**src/rtl/pkgs.sv**
```systemverilog
// Shared CPU package: opcode map, control-FSM state encoding and the PC / writeback select
// codes used by the multi-cycle controller.
package pkgs;

  // Opcode map of the 19-bit CPU (4-bit opcode field).
  localparam logic [3:0] R_TYPE   = 4'h0;
  localparam logic [3:0] I_TYPE_0 = 4'h1;  // ALU immediate
  localparam logic [3:0] I_TYPE_1 = 4'h2;  // load
  localparam logic [3:0] S_TYPE   = 4'h3;
  localparam logic [3:0] B_TYPE   = 4'h4;
  localparam logic [3:0] U_TYPE   = 4'h5;
  localparam logic [3:0] J_TYPE   = 4'h6;
  localparam logic [3:0] C_TYPE   = 4'h7;

  // funct3 of a C-type instruction that stops the core.
  localparam logic [2:0] HALT_FUNCT3 = 3'b111;

  // Width of the handshake watchdog counter.
  localparam int unsigned WDOG_W = 8;

  // HALT and ERR share the visible encoding 7; bit 3 only distinguishes them internally.
  typedef enum logic [3:0] {
    StIdle   = 4'd0,
    StFetch  = 4'd1,
    StDecode = 4'd2,
    StExec   = 4'd3,
    StMem    = 4'd4,
    StCop    = 4'd5,
    StWb     = 4'd6,
    StHalt   = 4'd7,
    StErr    = 4'd15
  } ctrl_state_e;

  typedef enum logic [1:0] {
    PcInc    = 2'd0,
    PcBranch = 2'd1,
    PcJump   = 2'd2
  } pc_sel_e;

  typedef enum logic [1:0] {
    WbAlu  = 2'd0,
    WbMem  = 2'd1,
    WbLink = 2'd2,
    WbCop  = 2'd3
  } wb_sel_e;

endpackage

```
**src/rtl/ctrl_wdog.sv**
```systemverilog
// Handshake watchdog: counts cycles spent waiting on a handshake and flags expiry.
// Ports:
//   clk_i, rst_ni  clock, synchronous active-low reset
//   clr_i          clear the count (state change)
//   en_i           count this cycle (waiting state)
//   expired_o      this waiting cycle is the TIMEOUT-th one
module ctrl_wdog
  import pkgs::*;
#(
  parameter int unsigned TIMEOUT = 255
) (
  input  logic clk_i,
  input  logic rst_ni,
  input  logic clr_i,
  input  logic en_i,
  output logic expired_o
);

  logic [WDOG_W-1:0] r_cnt;

  always_ff @(posedge clk_i) begin
    if (!rst_ni) begin
      r_cnt <= '0;
    end else if (clr_i) begin
      r_cnt <= '0;
    end else if (en_i) begin
      r_cnt <= r_cnt + WDOG_W'(1);
    end
  end

  // The count starts at 0 in the first waiting cycle, so TIMEOUT-1 marks the last allowed one.
  assign expired_o = en_i && (r_cnt == WDOG_W'(TIMEOUT - 1));

endmodule

```
**src/rtl/cpu_ctrl.sv**
```systemverilog
// Multi-cycle control FSM: fetch, decode, execute, memory, coprocessor and writeback
// sequencing with imem/dmem/coprocessor handshakes, retired-instruction counter and a
// handshake watchdog that traps stalls into ERR.
// Ports:
//   run_i                        start request (IDLE only)
//   op_i, funct3_i, *_type_i     decoded instruction fields and type flags
//   branch_taken_i               ALU branch result (EXEC)
//   imem_*/dmem_*/cop_*          handshakes
//   ir_we_o, pc_we_o, pc_sel_o   IR / PC control
//   rf_we_o, wb_sel_o            register-file writeback control
//   busy_o, halted_o, err_o      status; state_o current state; retired_o retire count
module cpu_ctrl
  import pkgs::*;
#(
  parameter int unsigned RET_CNT_W = 16,
  parameter int unsigned TIMEOUT   = 255
) (
  input  logic                 clk_i,
  input  logic                 rst_ni,
  input  logic                 run_i,
  input  logic [3:0]           op_i,
  input  logic [2:0]           funct3_i,
  input  logic                 r_type_i,
  input  logic                 i_type_i,
  input  logic                 s_type_i,
  input  logic                 b_type_i,
  input  logic                 u_type_i,
  input  logic                 j_type_i,
  input  logic                 c_type_i,
  input  logic                 branch_taken_i,
  output logic                 imem_req_o,
  input  logic                 imem_rdy_i,
  output logic                 dmem_req_o,
  output logic                 dmem_we_o,
  input  logic                 dmem_rdy_i,
  output logic                 cop_start_o,
  input  logic                 cop_done_i,
  output logic                 ir_we_o,
  output logic                 pc_we_o,
  output logic [1:0]           pc_sel_o,
  output logic                 rf_we_o,
  output logic [1:0]           wb_sel_o,
  output logic                 busy_o,
  output logic                 halted_o,
  output logic                 err_o,
  output logic [2:0]           state_o,
  output logic [RET_CNT_W-1:0] retired_o
);

  ctrl_state_e         r_state, w_state_next;
  logic [RET_CNT_W-1:0] r_retired;
  logic                w_retire;
  logic                w_expired;
  logic                w_wait;
  pc_sel_e             w_pc_sel;
  wb_sel_e             w_wb_sel;

  logic w_load, w_store, w_halt, w_any_type;

  assign w_load     = (op_i == I_TYPE_1);
  assign w_store    = (op_i == S_TYPE);
  assign w_halt     = (op_i == C_TYPE) && (funct3_i == HALT_FUNCT3);
  assign w_any_type = |{r_type_i, i_type_i, s_type_i, b_type_i, u_type_i, j_type_i, c_type_i};

  assign w_wait = (r_state == StFetch) || (r_state == StMem) || (r_state == StCop);

  ctrl_wdog #(
    .TIMEOUT (TIMEOUT)
  ) u_wdog (
    .clk_i     (clk_i),
    .rst_ni    (rst_ni),
    .clr_i     (w_state_next != r_state),
    .en_i      (w_wait),
    .expired_o (w_expired)
  );

  always_ff @(posedge clk_i) begin
    if (!rst_ni) begin
      r_state   <= StIdle;
      r_retired <= '0;
    end else begin
      r_state <= w_state_next;
      if (w_retire) r_retired <= r_retired + RET_CNT_W'(1);
    end
  end

  always_comb begin
    w_state_next = r_state;
    w_retire     = 1'b0;
    w_pc_sel     = PcInc;
    w_wb_sel     = WbAlu;
    imem_req_o   = 1'b0;
    dmem_req_o   = 1'b0;
    dmem_we_o    = 1'b0;
    cop_start_o  = 1'b0;
    ir_we_o      = 1'b0;
    pc_we_o      = 1'b0;
    rf_we_o      = 1'b0;
    unique case (r_state)
      StIdle: begin
        if (run_i) w_state_next = StFetch;
      end
      StFetch: begin
        imem_req_o = 1'b1;
        if (imem_rdy_i) begin
          ir_we_o      = 1'b1;
          w_state_next = StDecode;
        end else if (w_expired) begin
          w_state_next = StErr;
        end
      end
      StDecode: w_state_next = StExec;
      StExec: begin
        if (!w_any_type) begin
          w_state_next = StErr;
        end else if (w_halt) begin
          w_state_next = StHalt;
        end else if (b_type_i) begin
          pc_we_o      = 1'b1;
          w_pc_sel     = branch_taken_i ? PcBranch : PcInc;
          w_retire     = 1'b1;
          w_state_next = StFetch;
        end else if (w_load || w_store) begin
          w_state_next = StMem;
        end else if (c_type_i) begin
          cop_start_o  = 1'b1;
          w_state_next = StCop;
        end else begin
          w_state_next = StWb;
        end
      end
      StMem: begin
        dmem_req_o = 1'b1;
        dmem_we_o  = w_store;
        if (dmem_rdy_i) begin
          if (w_store) begin
            pc_we_o      = 1'b1;
            w_retire     = 1'b1;
            w_state_next = StFetch;
          end else begin
            w_state_next = StWb;
          end
        end else if (w_expired) begin
          w_state_next = StErr;
        end
      end
      StCop: begin
        if (cop_done_i) begin
          w_state_next = StWb;
        end else if (w_expired) begin
          w_state_next = StErr;
        end
      end
      StWb: begin
        rf_we_o      = 1'b1;
        pc_we_o      = 1'b1;
        w_retire     = 1'b1;
        w_state_next = StFetch;
        if (w_load)        w_wb_sel = WbMem;
        else if (c_type_i) w_wb_sel = WbCop;
        else if (j_type_i) w_wb_sel = WbLink;
        if (j_type_i) w_pc_sel = PcJump;
      end
      StHalt, StErr: ;
      default: w_state_next = StErr;
    endcase
  end

  assign pc_sel_o  = w_pc_sel;
  assign wb_sel_o  = w_wb_sel;
  assign busy_o    = (r_state != StIdle);
  assign halted_o  = (r_state == StHalt);
  assign err_o     = (r_state == StErr);
  assign state_o   = r_state[2:0];
  assign retired_o = r_retired;

endmodule
```
**config.mk**
```make
export PLATFORM = sky130hd
export DESIGN_NAME = cpu_ctrl
export DESIGN_NICKNAME = d
export VERILOG_FILES = /design/src/rtl/pkgs.sv /design/src/rtl/ctrl_wdog.sv /design/src/rtl/cpu_ctrl.sv
export SDC_FILE = /design/constraint.sdc
export NUM_CORES = 1
export LEC_CHECK = 0
export ABC_CLOCK_PERIOD_IN_PS = 2800
export CAP_MARGIN = 20
export CORE_UTILIZATION = 35
export CTS_CLUSTER_SIZE = 10
export DETAILED_ROUTE_END_ITERATION = 10
export GPL_TIMING_DRIVEN = 0
export PLACE_DENSITY = 0.65
export REMOVE_ABC_BUFFERS = 1
export SYNTH_ARGS = -nofsm -noshare
export SYNTH_HDL_FRONTEND = slang
export SYNTH_HIERARCHICAL = 1
export SYNTH_SLANG_ARGS = --single-unit
```
**constraint.sdc**
```tcl
create_clock -name clk_i -period 2.8 [get_ports clk_i]
set_clock_uncertainty 0.1 [all_clocks]
set_input_delay 0.42 -clock clk_i [delete_from_list [all_inputs] [get_ports clk_i]]
set_output_delay 0.42 -clock clk_i [all_outputs]
set_load 0.005 [all_outputs]
```
==> flow_summary.json <==
{
  "gr-total-overflow": 0,
  "cpMaxStageDelayCell": "clkdlybuf4s50_1",
  "r2r_cells": 12,
  "clock_latency_ns": 0.27,
  "p_comb_share_pct": 20.6,
  "rr_endpoint": "u_wdog/r_cnt[1]",
  "end_kind": "register",
  "drc": 0,
  "synth-main-ff-cell": "dfxtp_1",
  "min-delay-start": "u_wdog/r_cnt[6]",
  "synth_cell_types": 44,
  "firstDrtPassIters": 4,
  "synthTopCellsByArea": "dfxtp_1 (32%), xor2_1 (7.5%), and2_1 (5.7%), nor2_1 (3.4%), nand4_1 (3.2%)",
  "drive_gt1_share_pct": 12.0,
  "hold_viol_final": 0,
  "ctsHtreeMaxLevel": 1,
  "start_util_pct": 36.8,
  "num_vias": 1672,
  "die-area_mm2": 0.00528,
  "grt_usage_pct": 15.9,
  "grt_start_max_net_pins": 25,
  "tightest_slew_ns": 0.782,
  "path_buf_inv": 1,
  "holdBufCountCts": 0,
  "path_clk_slew_ns": 0.09,
  "crit_required_ns": 2.90,
  "r2r-start": "u_wdog/r_cnt[0]",
  "synth-seq-cells": 28,
  "viasPerCell": 5.01,
  "grt_use_met2_pct": 26.1,
  "grt_pass1_wl_um": 6790,
  "io_pins": 54,
  "worstSetupPathDepth": 9,
  "drt-initial-drc-count": 84,
  "critical_path_class": "primary input to register",
  "slew_violations": 0,
  "cts_buffer_depth": 2,
  "syn_to_final_growth_pct": 43.6,
  "grt_pass1_vias": 1495,
  "ys_warn_count": 6,
  "outcome": "completed",
  "cts_root_buf": "clkbuf_8",
  "crit_chain": "clkdlybuf4s50_1, and4_1, nand4b_1, a21oi_2, and4bb_1, xnor2_1, or4_1, nand2b_4, a211oi_2",
  "cts_buffers": 3,
  "synth_seq_area_share_pct": 32.0,
  "cts.sinks": 28,
  "synth_top_cell_area_share_pct": 32.0,
  "rsz0062_at_grt": "no",
  "crit_arrival_ns": 2.74,
  "path_delay_family": "simple AND/OR/NAND/NOR gates",
  "setup_slack_ns": 0.157,
  "p_sw_share_pct": 25.0,
  "diodes": 0,
  "leakage_nw": 0.981,
  "p_int_mw": 0.629,
  "slew_headroom_pct": 47.7,
  "yosys.area.top_type": "dfxtp_1",
  "fin_cells": 334,
  "netlist_instances": 212,
  "grt-busiest-layer": "met2",
  "cap_viol_max_count": 0,
  "dp.cells": 319,
  "use_met3_pct": 1.93,
  "setup_viol": 0,
  "critPathMaxStageDelay_ns": 0.51,
  "final.period_utilization_pct": 94.4,
  "fin_crit_ns": 2.64,
  "fmax_mhz": 378,
  "seqPwrFrac_pct": 49.7,
  "wirelength_um": 4180,
  "cts_tree": "yes",
  "gp_congestion": 0.774,
  "async_flop_share_pct": 0,
  "ant_nets": 0,
  "hp-class": "register to register",
  "hpwl_um": 2880,
  "p_total_mw": 0.839,
  "crit_fanout": 8,
  "synth-edff-count": 0,
  "worstSetupStartpointType": "primary input",
  "syn_area_per_cell_um2": 8.25,
  "die_height_um": 72.7,
  "power_per_cell_area_mw_per_mm2": 334,
  "die_x_um": 72.7,
  "setup_tns_ns": 0,
  "fp-row-count": 25,
  "mappedNetlistArea_mm2": 0.00175,
  "gr-usage-met1_pct": 21.8,
  "core_area_mm2": 0.00475,
  "antenna_found_initial": 0,
  "avgRoutedWirePerCell_um": 12.5,
  "portBuffers": 53,
  "pre_cts_slack_ns": -1.01,
  "cp-startpoint": "op_i[2]",
  "vdd_drop_max_v": 0.000208,
  "nNetsFinal": 292,
  "endpoint": "u_wdog/r_cnt[1]",
  "timing.reg2reg.setup_slack_ns": 0.17,
  "power_frac_clock_pct": 29.7,
  "power_switching_mw": 0.210
}
## cells by family (layout without fill, tap and decap cells)
logic type	after synthesis	in the layout	share of synthesized area, %
buffers and inverters	20	75	5.65
XOR/XNOR	18	18	9.01
flip-flops	28	28	32.0
AO/OA/AOI/OAI	38	38	14.2
AND/OR/NAND/NOR	100	100	34.1
adder cells (fa/ha/maj)	3	3	2.15
multiplexers	5	5	2.86
## flip-flops by register name, summed over array words and instances, names as in the netlist
signal / count
retired_o: 16
u_wdog/r_cnt: 8
r_state: 4
## routing by layer
metal / wire (um) / vias up
met5: 0 / -
met4: 37 / 0
met3: 185 / 2
met2: 1800 / 45
met1: 2160 / 762
li1: - / 863
## final cells by class
| cell class | count | area, um^2 |
|---|---|---|
| fill | 482 | 2240 |
| timing repair buffer | 64 | 616 |
| sequential | 28 | 577 |
| inverter | 7 | 26.3 |
| clock buffer | 4 | 55.1 |
| tap | 67 | 83.8 |
| multi-input combinational | 164 | 1150 |
## cells in the mapped netlist, types with 2 or more instances
master / number
or3_1: 3
a2111oi_0: 3
nand4_1: 9
and4_1: 5
a211oi_1: 3
nor4_1: 2
xor2_1: 15
nand3_1: 7
and3_1: 3
o21a_1: 3
mux2i_1: 5
ha_1: 3
a31oi_1: 2
buf_2: 4
nand2_1: 14
dfxtp_1: 28
a21boi_0: 4
buf_4: 5
inv_1: 7
o21ai_0: 7
nand2b_1: 6
clkbuf_1: 4
nor3_1: 4
and2_1: 16
a21oi_1: 11
xnor2_1: 3
nor2_1: 16
nor2b_1: 4
## worst min path at each step
stage	endpoint	slack, ns	depth (start not counted)
3_5_place_dp	u_wdog/r_cnt[6]	0.39	2
6_report	u_wdog/r_cnt[6]	0.40	2
5_1_grt	u_wdog/r_cnt[6]	0.43	2
2_1_floorplan	u_wdog/r_cnt[6]	0.36	2
4_1_cts	u_wdog/r_cnt[6]	0.40	2
3_3_place_gp	u_wdog/r_cnt[6]	0.38	2
## power groups by stage
stage                     Combinational, mW  Clock, mW  Sequential, mW
after detailed placement              0.141          0           0.431
final                                 0.173      0.249           0.417
after global placement                0.140          0           0.431
after floorplan                      0.0708          0           0.427
after CTS                             0.160      0.259           0.424
after global routing                  0.189      0.272           0.419
## cell usage in the layout, fill, tap and decap left out, drive strengths merged, types with 2 or more instances in the layout
master / instances
nor2b: 4
nor3: 4
mux2i: 5
and2: 16
nor4: 2
a21oi: 11
o21a: 3
o21ai: 8
ha: 3
or3: 3
nand2: 14
clkbuf: 4
a31oi: 2
xor2: 15
nor2: 16
and3: 3
nand3: 7
a221oi: 2
xnor2: 3
buf: 11
a2111oi: 3
and4: 5
dfxtp: 28
nand2b: 6
inv: 7
clkdlybuf4s50: 52
a21boi: 4
nor3b: 3
nand4: 10
a211oi: 3
## worst register-to-register path: cells and delay by family (launching register included)
family | cells | cell delay (ns)
buffers and inverters | 1 | 0.04
AOI/OAI and AO/OA | 3 | 0.43
and+or+nand+nor | 6 | 1.29
adders and majority gates | 1 | 0.19
DFF | 1 | 0.37
xor gates and xnor gates | 1 | 0.15
## timing repair
action	4_1_cts	5_1_grt
gates resized for setup	20	6
setup endpoints to repair	10	10
pin swaps	2	6
setup buffers	4	7
## metrics by stage
stage               cell area, um^2  hold slack (ns)  util (%)
floorplan                      1680            0.358         -
global placement               2290            0.377      48.2
detailed placement             2290            0.388      48.2
CTS                            2440            0.402      51.2
global route                   2510            0.430      52.8
finish                         2510            0.405      52.8
No activity file was read; power rests on OpenSTA's default activity.
==> RTL change (same settings) <==
Set the parameter `RET_CNT_W` to 12 (it was 16).
--- a/src/rtl/cpu_ctrl.sv
+++ b/src/rtl/cpu_ctrl.sv
@@ -12,7 +12,7 @@
 module cpu_ctrl
   import pkgs::*;
 #(
-  parameter int unsigned RET_CNT_W = 16,
+  parameter int unsigned RET_CNT_W = 12,
   parameter int unsigned TIMEOUT   = 255
 ) (
   input  logic                 clk_i,
Interface: changed (resized retired_o); port bits go from 54 to 50. No check against the original RTL was run, so the function may have changed too.
==> RTL change against the original RTL <==
Critical endpoint is now pc_we_o; power decreased by 9.8%; first-iteration DRC count increased by 7.1%; cell area decreased by 9.5%; largest power group unchanged; wire length decreased by 6.3%; sequential cell count decreased by 4; via count decreased by 7.7%; synthesized area decreased by 14%; maximum frequency decreased by 3.5%; final cell count decreased by 13%; clock power decreased by 7%; setup slack got worse by 0.097 ns; critical path depth decreased by 3.
==> RTL change: results (changes against the original RTL) <==
stage	metric	value	unit	change
logic_synthesis	Synth Area in Compound Gates	13.4	%	-0.75 points
clock_tree	H-tree depth	1		unchanged
final_layout	max reg flops	12		-4
routing	via count	1544		-7.7%
placed_design	DP HPWL	2650	um	-8.0%
logic_synthesis	XOR/XNOR Fraction of Synth Area	8.69	%	-0.32 points
global_route	number of antenna violations at the first check in global routing	0		unchanged
routing	First-pass DRT Iterations	4		unchanged
critical_path	Crit-path slowest cell	clkdlybuf4s50_1		
logic_synthesis	Synth Area in Adders	2.48	%	+0.34 points
logic_synthesis	Commonest cells post-synth	dfxtp_1, nor2_1, and2_1		
hold_path	worst min-delay path class	flop to flop		
critical_path	Crit path largest cell delay	0.50	ns	
critical_path	CP delay by family, top	buffers and inverters		
clock_tree	clock slew at reported path FFs	0.08	ns	
global_route	Tot GR Track Use	17.8	%	+1.9 points
logic_synthesis	Yosys cell types	50		+14%
global_route	first-pass GRT wire length	6130	um	-9.6%
placed_design	GPL Wtd Cong	0.850		+9.7%
clock_tree	clock buffer depth	2		unchanged
sta	Worst slew margin	62.1	%	+14 points
power_and_ir_drop	Switch Pwr	0.188	mW	-10%
global_route	largest net degree at the start of global routing	19		-24%
status	status	finished clean		
logic_synthesis	Async SR Flop Fraction	0	%	unchanged
final_layout	nets@finish	265		-9.2%
critical_path	CP Data Arrival Time	2.22	ns	-0.52 ns
logic_synthesis	mux contribution to synthesized area	2.07	%	-0.79 points
power_and_ir_drop	Leak	0.899	nW	-8.4%
placed_design	number of port buffers	49		-7.5%
routing	post-DR wirelength/cell	13.5	um	+7.9%
final_layout	# diodes	0		unchanged
power_and_ir_drop	highest ir drop seen on vdd	0.233	mV	+12%
final_layout	share of layout cells above drive strength 1	17.5	%	+5.5 points
final_layout	fin cells	290		-13%
clock_tree	worst-skew pair later-pin latency	0.26	ns	
logic_synthesis	Seq/Total Area, Yosys	31.8	%	-0.26 points
clock_tree	CTS Root Cell	clkbuf_8		
logic_synthesis	Syn. warnings	6		unchanged
placed_design	Placement Cell Area	0.00199	sq mm	-13%
final_layout	Layout fillers	382		-21%
global_route	vias in the first global route	1349		-9.8%
logic_synthesis	Post-Synthesis Cells	185		-13%
routing	DR iter-0 viols	90		+7.1%
clock_tree	Num CTS Buffers	3		unchanged
critical_path	critical path fanouts, max	5		-3
logic_synthesis	synth top area cells	dfxtp_1, xnor2_1, and2_1, nor2_1, nand4_1		
==> RTL change: cell count changes in the layout (fill, tap and decap cells not counted), sizes merged, moves of 4 or more <==
cell | unedited run | this run
nand2 | 14 | 10
o21ai | 8 | 4
xnor2 | 3 | 10
dfxtp | 28 | 24
xor2 | 15 | 5
and2 | 16 | 12
and4 | 5 | 1
a21oi | 11 | 5
clkdlybuf4s50 | 52 | 44
==> RTL change: kinds of logic (layout without fill, tap and decap cells) <==
group           count (synthesis)  after routing
compound gates                 28             28
xor+xnor                       15             15
fa+ha+maj                       3              3
buf+inv                        22             77
flops                          24             24
mux                             3              3
simple gates                   90             90
==> RTL change: worst paths after layout <==
check | from | end | slack, ns | cells after the start
max | op_i[1] | pc_we_o | 0.06 | 6
min | retired_o[11]$_SDFFE_PN0P_ | retired_o[11]$_SDFFE_PN0P_ | 0.39 | 2
max reg2reg | r_state[3]$_SDFF_PN0_ | u_wdog/r_cnt[1]$_SDFFE_PP0P_ | 0.20 | 8
min reg2reg | retired_o[11]$_SDFFE_PN0P_ | retired_o[11]$_SDFFE_PN0P_ | 0.39 | 2
==> RTL change: final cells by class <==
| class | instances | share of cell area [%] |
|---|---|---|
| inverters | 10 | 1.65 |
| clock buffers | 4 | 2.42 |
| repair buffers | 63 | 27.3 |
| flip-flops and latches | 24 | 21.7 |
| multi-input cells | 139 | 44.2 |
| well taps | 50 | 2.75 |
==> RTL change: layer usage <==
layer	vias up	part of all wire (%)	GRT usage, %
met2	50	49	30.1
met1	717	43	22.3
met5	-	0	0
li1	768	-	-
met4	0	2.1	5.59
met3	9	5.3	3.55
==> RTL change: power groups by stage <==
stage / Clock, mW / Sequential [mW] / Combinational [mW]
after floorplan: 0 / 0.365 / 0.0625
after global placement: 0 / 0.369 / 0.126
after detailed placement: 0 / 0.369 / 0.126
after CTS: 0.241 / 0.359 / 0.152
after global routing: 0.255 / 0.359 / 0.182
final: 0.232 / 0.357 / 0.168
==> RTL change: tightest hold or removal path: stages, from the launching register on <==
cell and delay (ns):
dfxtp_1 0.33, nand2_1 0.05, mux2i_1 0.06
==> RTL change: per-stage QoR <==
stage                     power, mW  utilization (%)  TNS (ns)  setup WS [ns]
after floorplan               0.428                -     -2.10         -0.358
after global placement        0.495             48.6    -16.34          -1.20
after detailed placement      0.495             48.8    -10.51         -0.946
after CTS                     0.752             53.3         0        0.00664
after global routing          0.797             55.7   -0.0110        -0.0110
final                         0.757             55.7         0         0.0598
==> RTL change: timing repair <==
| item | 4_1_cts | 5_1_grt |
|---|---|---|
| setup buffers | 6 | 7 |
| resized for setup | 21 | 10 |
| pin swaps | 7 | 5 |
| endpoints found under the hold margin | 0 | 0 |
| setup endpoints to repair | 13 | 9 |
